### src/rtl/vscale_htif_host_bridge.sv
`default_nettype none
// ============================================================================
// Module   : vscale_htif_host_bridge
// Brief    : Host-side HTIF PCR master. It polls to_host, streams nonzero
//            values to the host, and queues host from_host writes.
//            Optional counters are enabled by VSCALE_HTIF_STATS_EN.
// Revision : 1.0  initial release
// ============================================================================
module vscale_htif_host_bridge #(
    parameter int          POLL_INTERVAL  = 16,
    parameter int          FIFO_DEPTH     = 4,
    parameter logic [11:0] ADDR_TO_HOST   = 12'h780,
    parameter logic [11:0] ADDR_FROM_HOST = 12'h781
) (
    input  logic        clk,
    input  logic        reset,
    input  logic        fromhost_valid,
    output logic        fromhost_ready,
    input  logic [63:0] fromhost_data,
    output logic        tohost_valid,
    input  logic        tohost_ready,
    output logic [63:0] tohost_data,
    output logic        htif_pcr_req_valid,
    input  logic        htif_pcr_req_ready,
    output logic        htif_pcr_req_rw,
    output logic [11:0] htif_pcr_req_addr,
    output logic [63:0] htif_pcr_req_data,
    input  logic        htif_pcr_resp_valid,
    output logic        htif_pcr_resp_ready,
    input  logic [63:0] htif_pcr_resp_data,
    output logic        busy,
    output logic [15:0] stat_polls,
    output logic [15:0] stat_msgs
);

    localparam int                PTR_W         = $clog2(FIFO_DEPTH);
    localparam int                CNT_W         = $clog2(POLL_INTERVAL);
    localparam logic [CNT_W-1:0]  c_POLL_RELOAD = CNT_W'(POLL_INTERVAL - 1);
    localparam logic [PTR_W:0]    c_FIFO_FULL   = (PTR_W + 1)'(FIFO_DEPTH);

    typedef enum logic [1:0] {
        S_IDLE = 2'd0,
        S_REQ  = 2'd1,
        S_RESP = 2'd2
    } state_t;

    state_t             r_state;
    state_t             w_state_nxt;
    logic [CNT_W-1:0]   r_poll_cnt;
    logic               r_op_wr;
    logic [11:0]        r_addr;
    logic [63:0]        r_data;
    logic               r_tohost_valid;
    logic [63:0]        r_tohost_data;

    logic [63:0]        r_mem [FIFO_DEPTH];
    logic [PTR_W-1:0]   r_wr_ptr;
    logic [PTR_W-1:0]   r_rd_ptr;
    logic [PTR_W:0]     r_count;

    logic               w_push;
    logic               w_pop;
    logic               w_wr_cand;
    logic               w_poll_cand;
    logic               w_req_hs;
    logic               w_resp_hs;
    logic               w_msg_load;

    assign fromhost_ready = (r_count != c_FIFO_FULL);
    assign w_push         = fromhost_valid && fromhost_ready;
    assign w_req_hs       = (r_state == S_REQ) && htif_pcr_req_ready;
    assign w_resp_hs      = (r_state == S_RESP) && htif_pcr_resp_valid;
    assign w_pop          = w_req_hs && r_op_wr;
    assign w_wr_cand      = (r_state == S_IDLE) && (r_count != '0);
    // Reading to_host clears it, so never poll while a captured value waits.
    assign w_poll_cand    = (r_state == S_IDLE) && (r_poll_cnt == '0) && !r_tohost_valid;
    assign w_msg_load     = w_resp_hs && !r_op_wr && (htif_pcr_resp_data != 64'd0);

    assign tohost_valid   = r_tohost_valid;
    assign tohost_data    = r_tohost_data;

    always_comb begin
        w_state_nxt         = r_state;
        htif_pcr_req_valid  = 1'b0;
        htif_pcr_req_rw     = 1'b0;
        htif_pcr_req_addr   = 12'd0;
        htif_pcr_req_data   = 64'd0;
        htif_pcr_resp_ready = 1'b0;
        busy                = (r_state != S_IDLE);
        case (r_state)
            S_IDLE: begin
                if (w_wr_cand || w_poll_cand) begin
                    w_state_nxt = S_REQ;
                end
            end
            S_REQ: begin
                htif_pcr_req_valid = 1'b1;
                htif_pcr_req_rw    = r_op_wr;
                htif_pcr_req_addr  = r_addr;
                htif_pcr_req_data  = r_data;
                if (htif_pcr_req_ready) begin
                    w_state_nxt = S_RESP;
                end
            end
            S_RESP: begin
                htif_pcr_resp_ready = 1'b1;
                if (htif_pcr_resp_valid) begin
                    w_state_nxt = S_IDLE;
                end
            end
            default: w_state_nxt = S_IDLE;
        endcase
    end

    always_ff @(posedge clk or posedge reset) begin
        if (reset) begin
            r_state        <= S_IDLE;
            r_poll_cnt     <= c_POLL_RELOAD;
            r_op_wr        <= 1'b0;
            r_addr         <= 12'd0;
            r_data         <= 64'd0;
            r_tohost_valid <= 1'b0;
            r_tohost_data  <= 64'd0;
        end else begin
            r_state <= w_state_nxt;

            if (w_resp_hs) begin
                r_poll_cnt <= c_POLL_RELOAD;
            end else if ((r_state == S_IDLE) && (r_poll_cnt != '0)) begin
                r_poll_cnt <= r_poll_cnt - CNT_W'(1);
            end

            // Pending writes win over a due poll.
            if (w_wr_cand) begin
                r_op_wr <= 1'b1;
                r_addr  <= ADDR_FROM_HOST;
                r_data  <= r_mem[r_rd_ptr];
            end else if (w_poll_cand) begin
                r_op_wr <= 1'b0;
                r_addr  <= ADDR_TO_HOST;
                r_data  <= 64'd0;
            end

            if (w_msg_load) begin
                r_tohost_valid <= 1'b1;
                r_tohost_data  <= htif_pcr_resp_data;
            end else if (r_tohost_valid && tohost_ready) begin
                r_tohost_valid <= 1'b0;
            end
        end
    end

    always_ff @(posedge clk or posedge reset) begin
        if (reset) begin
            r_wr_ptr <= '0;
            r_rd_ptr <= '0;
            r_count  <= '0;
        end else begin
            if (w_push) begin
                r_wr_ptr <= r_wr_ptr + PTR_W'(1);
            end
            if (w_pop) begin
                r_rd_ptr <= r_rd_ptr + PTR_W'(1);
            end
            r_count <= r_count + (PTR_W + 1)'(w_push) - (PTR_W + 1)'(w_pop);
        end
    end

    always_ff @(posedge clk) begin
        if (w_push) begin
            r_mem[r_wr_ptr] <= fromhost_data;
        end
    end

`ifdef VSCALE_HTIF_STATS_EN
    logic [15:0] r_stat_polls;
    logic [15:0] r_stat_msgs;

    always_ff @(posedge clk or posedge reset) begin
        if (reset) begin
            r_stat_polls <= 16'd0;
            r_stat_msgs  <= 16'd0;
        end else begin
            if (w_req_hs && !r_op_wr) begin
                r_stat_polls <= r_stat_polls + 16'd1;
            end
            if (w_msg_load) begin
                r_stat_msgs <= r_stat_msgs + 16'd1;
            end
        end
    end

    assign stat_polls = r_stat_polls;
    assign stat_msgs  = r_stat_msgs;
`else
    assign stat_polls = 16'd0;
    assign stat_msgs  = 16'd0;
`endif

endmodule
`default_nettype wire

### config.mk
export PLATFORM = sky130hd
export DESIGN_NAME = vscale_htif_host_bridge
export DESIGN_NICKNAME = d
export VERILOG_FILES = /design/src/rtl/vscale_htif_host_bridge.sv
export SDC_FILE = /design/constraint.sdc
export NUM_CORES = 1
export LEC_CHECK = 0
export BUFFER_PORTS_ARGS = -buffer_cell sky130_fd_sc_hd__buf_2
export CORE_MARGIN = 3
export CORE_UTILIZATION = 45
export CTS_CLUSTER_SIZE = 8
export DETAILED_ROUTE_END_ITERATION = 7
export HOLD_SLACK_MARGIN = 0.12
export PLACE_DENSITY = 0.74
export SLEW_MARGIN = 40
export SYNTH_ARGS = -nofsm -noshare
export SYNTH_HDL_FRONTEND = slang
export SYNTH_SLANG_ARGS = --single-unit
### constraint.sdc
create_clock -name clk -period 3.85 [get_ports clk]
set_input_delay 0 -clock clk [delete_from_list [all_inputs] [get_ports clk]]
set_output_delay 0 -clock clk [all_outputs]
set_load 0.005 [all_outputs]
## After elaboration in Yosys (flattened, before gate mapping)

Memory sizes are Yosys's and may differ from the RTL's.
Index checks and enable logic that the tools add are counted.

- Add/subtract/negate cells: 5
- Multiply operators: 0
- Divide/modulo/power cells: 0
- $lt $le $gt $ge: 0
- Equal/unequal tests: 6
- Shift-type cells: 0
- Muxes and demuxes: 21
- Bitwise operators: 0
- Reduce and logical (&&, ||, !) cells: 24

Operators with widths:

| cell | number |
|---|---|
| two-way mux 64 bit | 3 |
| nonzero test 64 bit | 1 |
| two-way mux 12 bit | 3 |
| logical AND 1 bit | 11 |
| two-way mux 1 bit | 9 |
| two-way mux 4 bit | 2 |
| nonzero test 2 bit | 4 |
| two-way mux 2 bit | 3 |
| one-hot mux 2 bit (3 select lines) | 1 |
| adder 2 x 1 -> 2 bit, second input constant | 2 |
| zero test 4 bit | 1 |
| inequality test 2 bit, second input constant | 2 |
| nonzero test 4 bit | 1 |
| subtractor 4 x 1 -> 4 bit, second input constant | 1 |
| adder 3 x 1 -> 3 bit | 1 |
| inequality test 3 bit, second input constant | 1 |
| AND reduction 3 bit | 1 |
| nonzero test 3 bit | 1 |
| subtractor 3 x 1 -> 3 bit | 1 |
| == test 2 x 1 -> 1 bit, second input constant | 1 |
| == test 2 bit, second input constant | 1 |
| zero test 1 bit | 2 |
| zero test 2 bit | 1 |
| inequality test 2 x 1 -> 1 bit, second input constant | 1 |
| logical OR 1 bit | 1 |

- Flip-flop bits (word level): 155
- Latch bits: 0
- RAM bits: 256
- ROM bits: 0
- Input port bits: 134
- Output and inout bits: 178
- Logic and storage cells: 67
- Memories: 1

Memories:

| name | depth | width | read ports | clocked after Yosys merged registers in | write ports | RTL line | source |
|---|---|---|---|---|---|---|---|
| r_mem | 4 | 64 | 1 | 0 | 1 | 56 | `logic [63:0] r_mem [FIFO_DEPTH];` |

## Longest topological paths before layout

Gate-level depths: netlist of the first run.

- Word-level depth: 6
- Mapped depth: 9
- Depth with buffers taken out: 9

## Worst setup path before layout of the first run

Ideal clock, no wire load.

- Path type: register to register
- Start: register r_wr_ptr[0]
- End: memory r_mem[2][0] (enable)
- Setup time: 429 ps
- Arrival: 2172 ps
- Required time: 3421 ps
- Slack: 1249 ps
- Stages on the path, launching flop included: 4
- Path buffers: 0
- Period minus slack after synthesis: 2601 ps
- Path through: dfrtp_1 > inv_1 > ha_1 > and3_1

RTL lines:

| what | RTL line | source |
|---|---|---|
| start, declared | 57 | `logic [PTR_W-1:0] r_wr_ptr;` |
| start signal, assigned | 160 | `r_wr_ptr <= r_wr_ptr + PTR_W'(1);` |
| end, declared | 56 |  |

No word-level cell before the write port.

## Worst setup path after layout of the first run

- Start: register r_poll_cnt[0]
- End: register r_data[3]

- Cells in the longest elaborated chain, start to end: 4

RTL lines:

| what | RTL line | source |
|---|---|---|
| start, declared | 49 | `logic [CNT_W-1:0] r_poll_cnt;` |
| start signal, assigned | 118 | `r_poll_cnt <= c_POLL_RELOAD;` |
| start signal, assigned | 128 | `r_poll_cnt <= c_POLL_RELOAD;` |
| start signal, assigned | 130 | `r_poll_cnt <= r_poll_cnt - CNT_W'(1);` |
| zero test 4 bit | 76 | `assign w_poll_cand = (r_state == S_IDLE) && (r_poll_cnt == '0) && !r_tohost_valid;` |
| logical AND 1 bit (2 in a row) | 76 |  |
| nonzero test 2 bit (no line) | n/a |  |
| end signal, assigned | 137 | `r_data <= r_mem[r_rd_ptr];` |
| end, declared | 52 | `logic [63:0] r_data;` |

No other way between the ends.
A chain may end at the register's enable or synchronous reset.

==> metrics.md, run 1 <==
| Metric | Value |
|---|---|
| Top-level I/O count | 312 |
| Top-area cell type share of the netlist area | 49.0% |
| Internal Pwr Total | 10.8 mW |
| Pin count of the biggest net entering global routing | 68 |
| Crit Path Class | reg2reg |
| Post-route clock skew | 0.0322 ns |
| Grt total ovfl | 0 |
| Routed WL per cell | 21.9 um |
| Die span in x | 193 um |
| Die height | 193 um |
| Logic pwr share | 29.1% |
| Max-slew headroom | 48.0% |
| Startpoint Class | flip-flop |
| Vias | 9,254 |
| First-pass GRT wire length | 58,400 um |
| Drt pass-1 iters | 4 |
| DRC Markers | 0 |
| Clock Power Share | 28.9% |
| Switching share of power | 29.8% |
| Setup TNS | 0 ns |
| Worst-path clk slew | 0.05 ns |
| Synth unique cells | 34 |
| Worst-Skew Late Latency | 0.58 ns |
| Slew Limit Fails | 0 |
| DRT iter0 DRCs | 499 |
| Crit-path leading delay family | simple AND/OR/NAND/NOR gates |
| Hold path start | fromhost_data[45] |
| Vias in the first global route | 9,994 |
| Share of the yosys chip area belonging to registers | 72.0% |
| CTS root buffer | clkbuf_16 |
| Num CTS Buffers | 55 |
| GP Congestion | 0.818 |
| Starting Density | 46.2% |
| Ys flop type | edfxtp_1 |
| Fin Hold WS | 0.175 ns |
| Sequential share of power | 42.0% |
| Clk sinks | 400 |
| Core Region | 34,000 um2 |
| Layout Cells excl Fill | 1,758 |
| Placed cell area | 17,600 um2 |
| Worst Setup SP | r_poll_cnt[0]$_DFFE_PP1P_ |
| Final min period | 2.40 ns |
| RSZ-0062 raised after global routing | false |
| Fillers | 2,438 |
| H-tree levels | 2 |
| Max clock buf depth | 3 |
| Vias/cell | 5.26 |
| Detailed placement HPWL | 23,000 um |
| Power density cells | 753 nW/um2 |
| Area delta synth->final | 30.7% |
| Synth Instances | 829 |
| Average size of a mapped cell | 18.9 um2 |
| Critical Path RT | 4.28 ns |
| Cell Chain, Critical Path | inv_1 -> ha_1 -> or3b_1 -> nor3_1 -> nor2_4 -> buf_4 -> a22o_1 |
| Crit-path max FO | 21 |
| Resized Gates After CTS | 0 |
| Status | complete, no violations |
| Synth Cell Area | 15,700 um2 |
| Ys Warns | 0 |
| Hold Fails Final Rpt | 0 |
| GR Util All Layers | 20.7% |
| Worst vdd ir | 0.464 mV |
| Die Area | 37,200 um2 |
| Port-buffer cells | 272 |
| CP Buf/Inv Count | 2 |
| CTS tree | yes |
| Row count | 67 |
| Largest stage delay, worst path | 0.42 ns |
| Power Total | 15.4 mW |
| Critical path arrival | 2.83 ns |
| Max frequency | 0.417 GHz |
| Static Leak | 8.46 nW |
| Placed Instances | 1,522 |
| Max Cap Viol | 0 |
| Psw | 4.61 mW |
| Setup crit end kind | flip-flop |
| EDFF count, synth | 256 |
| Initial antenna violation count | 0 |
| Final core utilization | 60.4% |
| Final Cell Area | 20,500 um2 |
| Slowest CP cell | nor3_1 |
| Worst slew pin tran | 0.779 ns |
| Fraction of registers with async set/reset | 36.0% |
| Drt total wl | 38,500 um |
| Fraction of layout cells with a size suffix above 1 | 37.6% |
| Setup-failing EPs final | 0 |
| Final Cycle Share | 62.3% |
| Reg2reg start | r_poll_cnt[0]$_DFFE_PP1P_ |
| Top cells by area, synth | edfxtp_1, dfrtp_1, mux4_2 |
| Synth area leader | edfxtp_1 |
| Placement-stage worst setup slack | 1.48 ns |
| Nets | 1,407 |
| Yosys reg bits | 400 |
| Antenna Diode Count | 0 |
| Post-route ant nets | 0 |
| Hold WC Path Type | in2reg |
| Post-route setup slack | 1.45 ns |
-- cells by family (layout without fill, tap and decap cells) --
family	Yosys count	count (layout)	synth area share, %
buffers and inverters	99	542	3.78
AND/OR/NAND/NOR	115	115	4.34
flip-flops	400	400	72.0
adder cells (fa/ha/maj)	8	8	0.685
AO/OA/AOI/OAI	70	70	3.83
other	1	39	0.0239
XOR/XNOR	8	8	0.446
multiplexers	128	128	14.9
-- repair_timing --
action | 4_1_cts | 5_1_grt
endpoints found under the hold margin | 486 | 0
setup buffers | 0 | 0
hold buffers | 134 | 0
-- path summary, 6_finish.rpt --
check                      cells after the start  slack (ns)                     endpoint
min                                            2        0.17       r_mem[0][45]$_DFFE_PP_
max reg2reg                                    7        1.45        r_data[3]$_DFFE_PP0P_
max in group asynchronous                      6        2.23       r_data[11]$_DFFE_PP0P_
min in group asynchronous                      4        0.62  tohost_data[13]$_DFFE_PP0P_
max                                            7        1.45        r_data[3]$_DFFE_PP0P_
min reg2reg                                    1        0.49       r_data[18]$_DFFE_PP0P_
-- layout make-up --
class | instances | area [um2] | share of cell area [%]
Timing Repair Buffer | 426 | 2990 | 14.6
Tap cell | 448 | 561 | 2.73
Clock inverter | 3 | 68.8 | 0.335
Inverter | 14 | 56.3 | 0.274
Clock buffer | 99 | 1540 | 7.51
Multi-Input combinational cell | 368 | 3990 | 19.5
Sequential cell | 400 | 11300 | 55.1
-- sequential cells by signal, indices dropped and copies added, names as in the netlist --
name,cells
r_mem,256
r_data,64
tohost_data,64
r_poll_cnt,4
r_count,3
r_addr,2
r_rd_ptr,2
r_state,2
r_wr_ptr,2
tohost_valid,1
-- power by group through the flow --
stage               clock (mW)  sequential (mW)  combinational, mW
floorplan                    0             6.27               2.99
global placement             0             6.59               4.15
detailed placement           0             6.54               4.46
CTS                       4.54             6.49               4.57
global route              4.75             6.61               4.93
finish                    4.46             6.49               4.50
-- Yosys cell counts (all sizes together), types with 7 or more instances --
cell    instances
a22o           65
and2           66
buf            67
clkbuf         18
dfrtp         140
edfxtp        256
ha              7
inv            14
mux2           64
mux4           64
nand2           9
nor4           18
-- metal layers --
metal	up-vias	wire length (um)	global-route usage, %
li1	4007	-	-
met1	4741	15300	26.5
met2	412	19100	34.7
met3	94	2670	4.25
met4	0	1460	8.29
met5	-	0	0
-- placed cells by master, fill, tap and decap left out, drive strengths merged, types with 2 or more instances in the layout --
| cell type | instances |
|---|---|
| mux4 | 64 |
| conb | 39 |
| xnor2 | 5 |
| buf | 292 |
| o21ai | 2 |
| edfxtp | 256 |
| xor2 | 3 |
| nand2 | 9 |
| ha | 7 |
| mux2 | 64 |
| nor4 | 18 |
| nand4 | 4 |
| and3 | 5 |
| nor2 | 5 |
| dfstp | 4 |
| clkbuf | 99 |
| and2 | 66 |
| a22o | 65 |
| clkinv | 2 |
| dfrtp | 140 |
| dlygate4sd3 | 134 |
| inv | 14 |
| nor3 | 3 |
Note: power is estimated with default switching activity, not from simulation.
==> run 2: changes to the inputs <==
--- a/config.mk
+++ b/config.mk
@@ -11,7 +11,7 @@
 export CTS_CLUSTER_SIZE = 8
 export DETAILED_ROUTE_END_ITERATION = 7
 export HOLD_SLACK_MARGIN = 0.12
-export PLACE_DENSITY = 0.74
+export PLACE_DENSITY = 0.71
 export SLEW_MARGIN = 40
 export SYNTH_ARGS = -nofsm -noshare
 export SYNTH_HDL_FRONTEND = slang
==> constraint.sdc (replaced) <==
create_clock -name clk -period 2.4 [get_ports clk]
set_input_delay 0 -clock clk [delete_from_list [all_inputs] [get_ports clk]]
set_output_delay 0 -clock clk [all_outputs]
set_load 0.005 [all_outputs]
==> run 2 against run 1 <==
Clock power grew 66%. Total power grew 63%. Register-to-register slack lost 1.2 ns. Via count shrank 0.64%. Combinational power grew 67%. Critical path depth grew 1. Utilization grew 0.53 points. Flip-flop and latch count is the same. Wire length grew 1.9%. Critical endpoint is now tohost_data[15]$_DFFE_PP0P_. Largest cell class unchanged.
==> metrics.md, run 2 (same netlist as run 1, synthesis figures left out) <==
| Metric | Value |
|---|---|
| Status | complete, no violations |
| Crit Path Class | in2reg |
| Worst-Skew Late Latency | 0.58 ns (about the same) |
| Fillers | 2,380 (-2.4%) |
| Hold path cells | 2 (unchanged) |
| Setup-failing EPs final | 0 (unchanged) |
| Startpoint Class | primary input |
| GP Congestion | 0.774 (-5.4%) |
| Area delta synth->final | 31.8% |
| Die span in x | 193 um (unchanged) |
| Hold path start | fromhost_data[12] |
| Post-route ant nets | 0 (unchanged) |
| Slew Limit Fails | 0 (unchanged) |
| Static Leak | 8.56 nW (+1.2%) |
| Worst slew pin tran | 0.808 ns (+0.0282 ns) |
| Post-route clock skew | 0.0129 ns (-0.0193 ns) |
| Commonest non-fill, non-tap cell in the layout | buf_2 |
| GRT Max-Usage Layer | met2 |
| Critical path arrival | 2.68 ns (-0.15 ns) |
| CTS root buffer | clkbuf_16 |
| GR Util All Layers | 21.2% (+0.49 points) |
| Pin count of the biggest net entering global routing | 68 (unchanged) |
| Final core utilization | 61.0% (+0.53 points) |
| Antenna Diode Count | 0 (unchanged) |
| Starting Density | 46.2% (unchanged) |
| Power density cells | 1220 nW/um2 (+62%) |
| Die height | 193 um (unchanged) |
| Clk sinks | 400 (unchanged) |
| Met3 GRT Util | 4.94% (+0.69 points) |
| Top-level I/O count | 312 (unchanged) |
| CTS tree | yes |
| Vias/cell | 5.20 (-1.2%) |
| Hold WC Path Type | in2reg |
| Row count | 67 (unchanged) |
| Vias | 9,195 (-0.64%) |
| RSZ-0062 raised after global routing | false |
| Nets | 1,417 (+0.71%) |
| Post-route setup slack | 0.163 ns (-1.29 ns) |
| Reg2reg start | r_poll_cnt[0]$_DFFE_PP1P_ |
| DRT iter0 DRCs | 440 (-12%) |
| Initial antenna violation count | 0 (unchanged) |
| Biggest register | r_mem |
| Max-slew headroom | 46.2% (-1.9 points) |
| Num CTS Buffers | 56 (+1.8%) |
| Port-buffer cells | 272 (unchanged) |
| Max clock buf depth | 3 (unchanged) |
| Placement-stage worst setup slack | 0.217 ns (-1.27 ns) |
| Routed WL per cell | 22.2 um (+1.3%) |
| Worst r2r dst | r_data[24]$_DFFE_PP0P_ |
| Die Area | 37,200 um2 (unchanged) |
| R2R Setup Slk | 0.24 ns (-1.21 ns) |
| Hold Fails Final Rpt | 0 (unchanged) |
| Crit-path max FO | 59 (+180%) |
| Drt total wl | 39,200 um (+1.9%) |
| Core Region | 34,000 um2 (unchanged) |
| Final Cycle Share | 93.2% |
| Grt total ovfl | 0 (unchanged) |
| R2R depth | 8 (+1) |
| Critical Path RT | 2.85 ns (-1.43 ns) |
| Max reg flops | 256 (unchanged) |
| First-pass GRT wire length | 59,200 um (+1.3%) |
| Max Cap Viol | 0 (unchanged) |
| Fraction of layout cells with a size suffix above 1 | 38.3% (+0.62 points) |
| Setup crit end kind | flip-flop |
| H-tree levels | 2 (unchanged) |
| Drt pass-1 iters | 4 (unchanged) |
| DRC Markers | 0 (unchanged) |
| Final min period | 2.24 ns |
| Worst-path clk slew | 0.05 ns (about the same) |
| M1 GR Usage | 26.1% (-0.42 points) |
| Vias in the first global route | 10,140 (+1.5%) |
| Detailed placement HPWL | 23,100 um (+0.32%) |
| Setup TNS | 0 ns (unchanged) |
| WHS Endpoint | r_mem[1][12]$_DFFE_PP_ |
| Postcts setup bufs | 0 (unchanged) |
| M2 GR Usage | 36.8% (+2.1 points) |
| Max frequency | 0.447 GHz |
| Worst vdd ir | 0.923 mV (+99%) |
| Most frequent cells in the layout | buf_2, edfxtp_1, dfrtp_1, dlygate4sd3_1, and2_1 |
## run 2: cell count changes in the layout (fill, tap and decap cells not counted), sizes merged
cell    before  now
bufinv       0    1
inv         14   15
clkinv       2    1
buf        292  301
## run 2: cell type report
type	instances	area (um2)	area share (%)
repair buffers	435	3120	15.1
clock inverters	4	75.1	0.363
clock buffers	99	1580	7.65
inverters	14	56.3	0.272
well taps	448	561	2.71
multi-input cells	368	3990	19.3
flip-flops and latches	400	11300	54.6
## run 2: metal layers
metal	up-vias	share of wire [%]
met4	0	3.1
met1	4696	39
met5	-	0
met2	374	50
li1	4040	-
met3	85	7.3
## run 2: how the worst max path moves through the flow
stage | from | to | slack, ns | depth (start not counted)
floorplan | r_count[1]$_DFF_PP0_ | r_count[2]$_DFF_PP0_ | 0.49 | 9
CTS | r_state[1]$_DFFE_PP0P_ | htif_pcr_req_data[53] | 0.07 | 5
global route | r_poll_cnt[0]$_DFFE_PP1P_ | r_data[24]$_DFFE_PP0P_ | 0.09 | 8
global placement | htif_pcr_resp_data[8] | tohost_data[5]$_DFFE_PP0P_ | 0.21 | 7
detailed placement | htif_pcr_resp_data[8] | tohost_data[2]$_DFFE_PP0P_ | 0.22 | 7
finish | htif_pcr_resp_data[9] | tohost_data[15]$_DFFE_PP0P_ | 0.16 | 8
## run 2: worst max-delay path, cell delays in order
cell	delay, ns
dlygate4sd3_1	0.55
buf_2	0.14
nor4_1	0.45
nand4_1	0.27
nor4_1	0.50
nor3_2	0.12
buf_12	0.25
mux2_4	0.35
## run 2: what timing repair did
item | 4_1_cts | 5_1_grt
setup endpoints to repair | 0 | 5
gates resized for setup | 0 | 1
hold endpoints to repair | 545 | 0
hold buffers | 134 | 0
## run 2: report_power, final
group / leakage (nW) / internal, mW / switching [mW] / total [mW]
combinational: 3.60 / 3.85 / 3.68 / 7.53
sequential: 4.17 / 9.37 / 0.940 / 10.3
clock: 0.790 / 4.54 / 2.85 / 7.39
## run 2: through the flow
stage	std cells	hold WS (ns)	area [um2]	total power [mW]
after floorplan	867	0.0989	15900	14.8
after global placement	1531	-0.0643	17700	17.6
after detailed placement	1531	-0.0654	17700	17.9
after CTS	1768	0.138	20700	25.5
after global routing	1768	0.152	20700	26.6
final	1768	0.172	20700	25.2
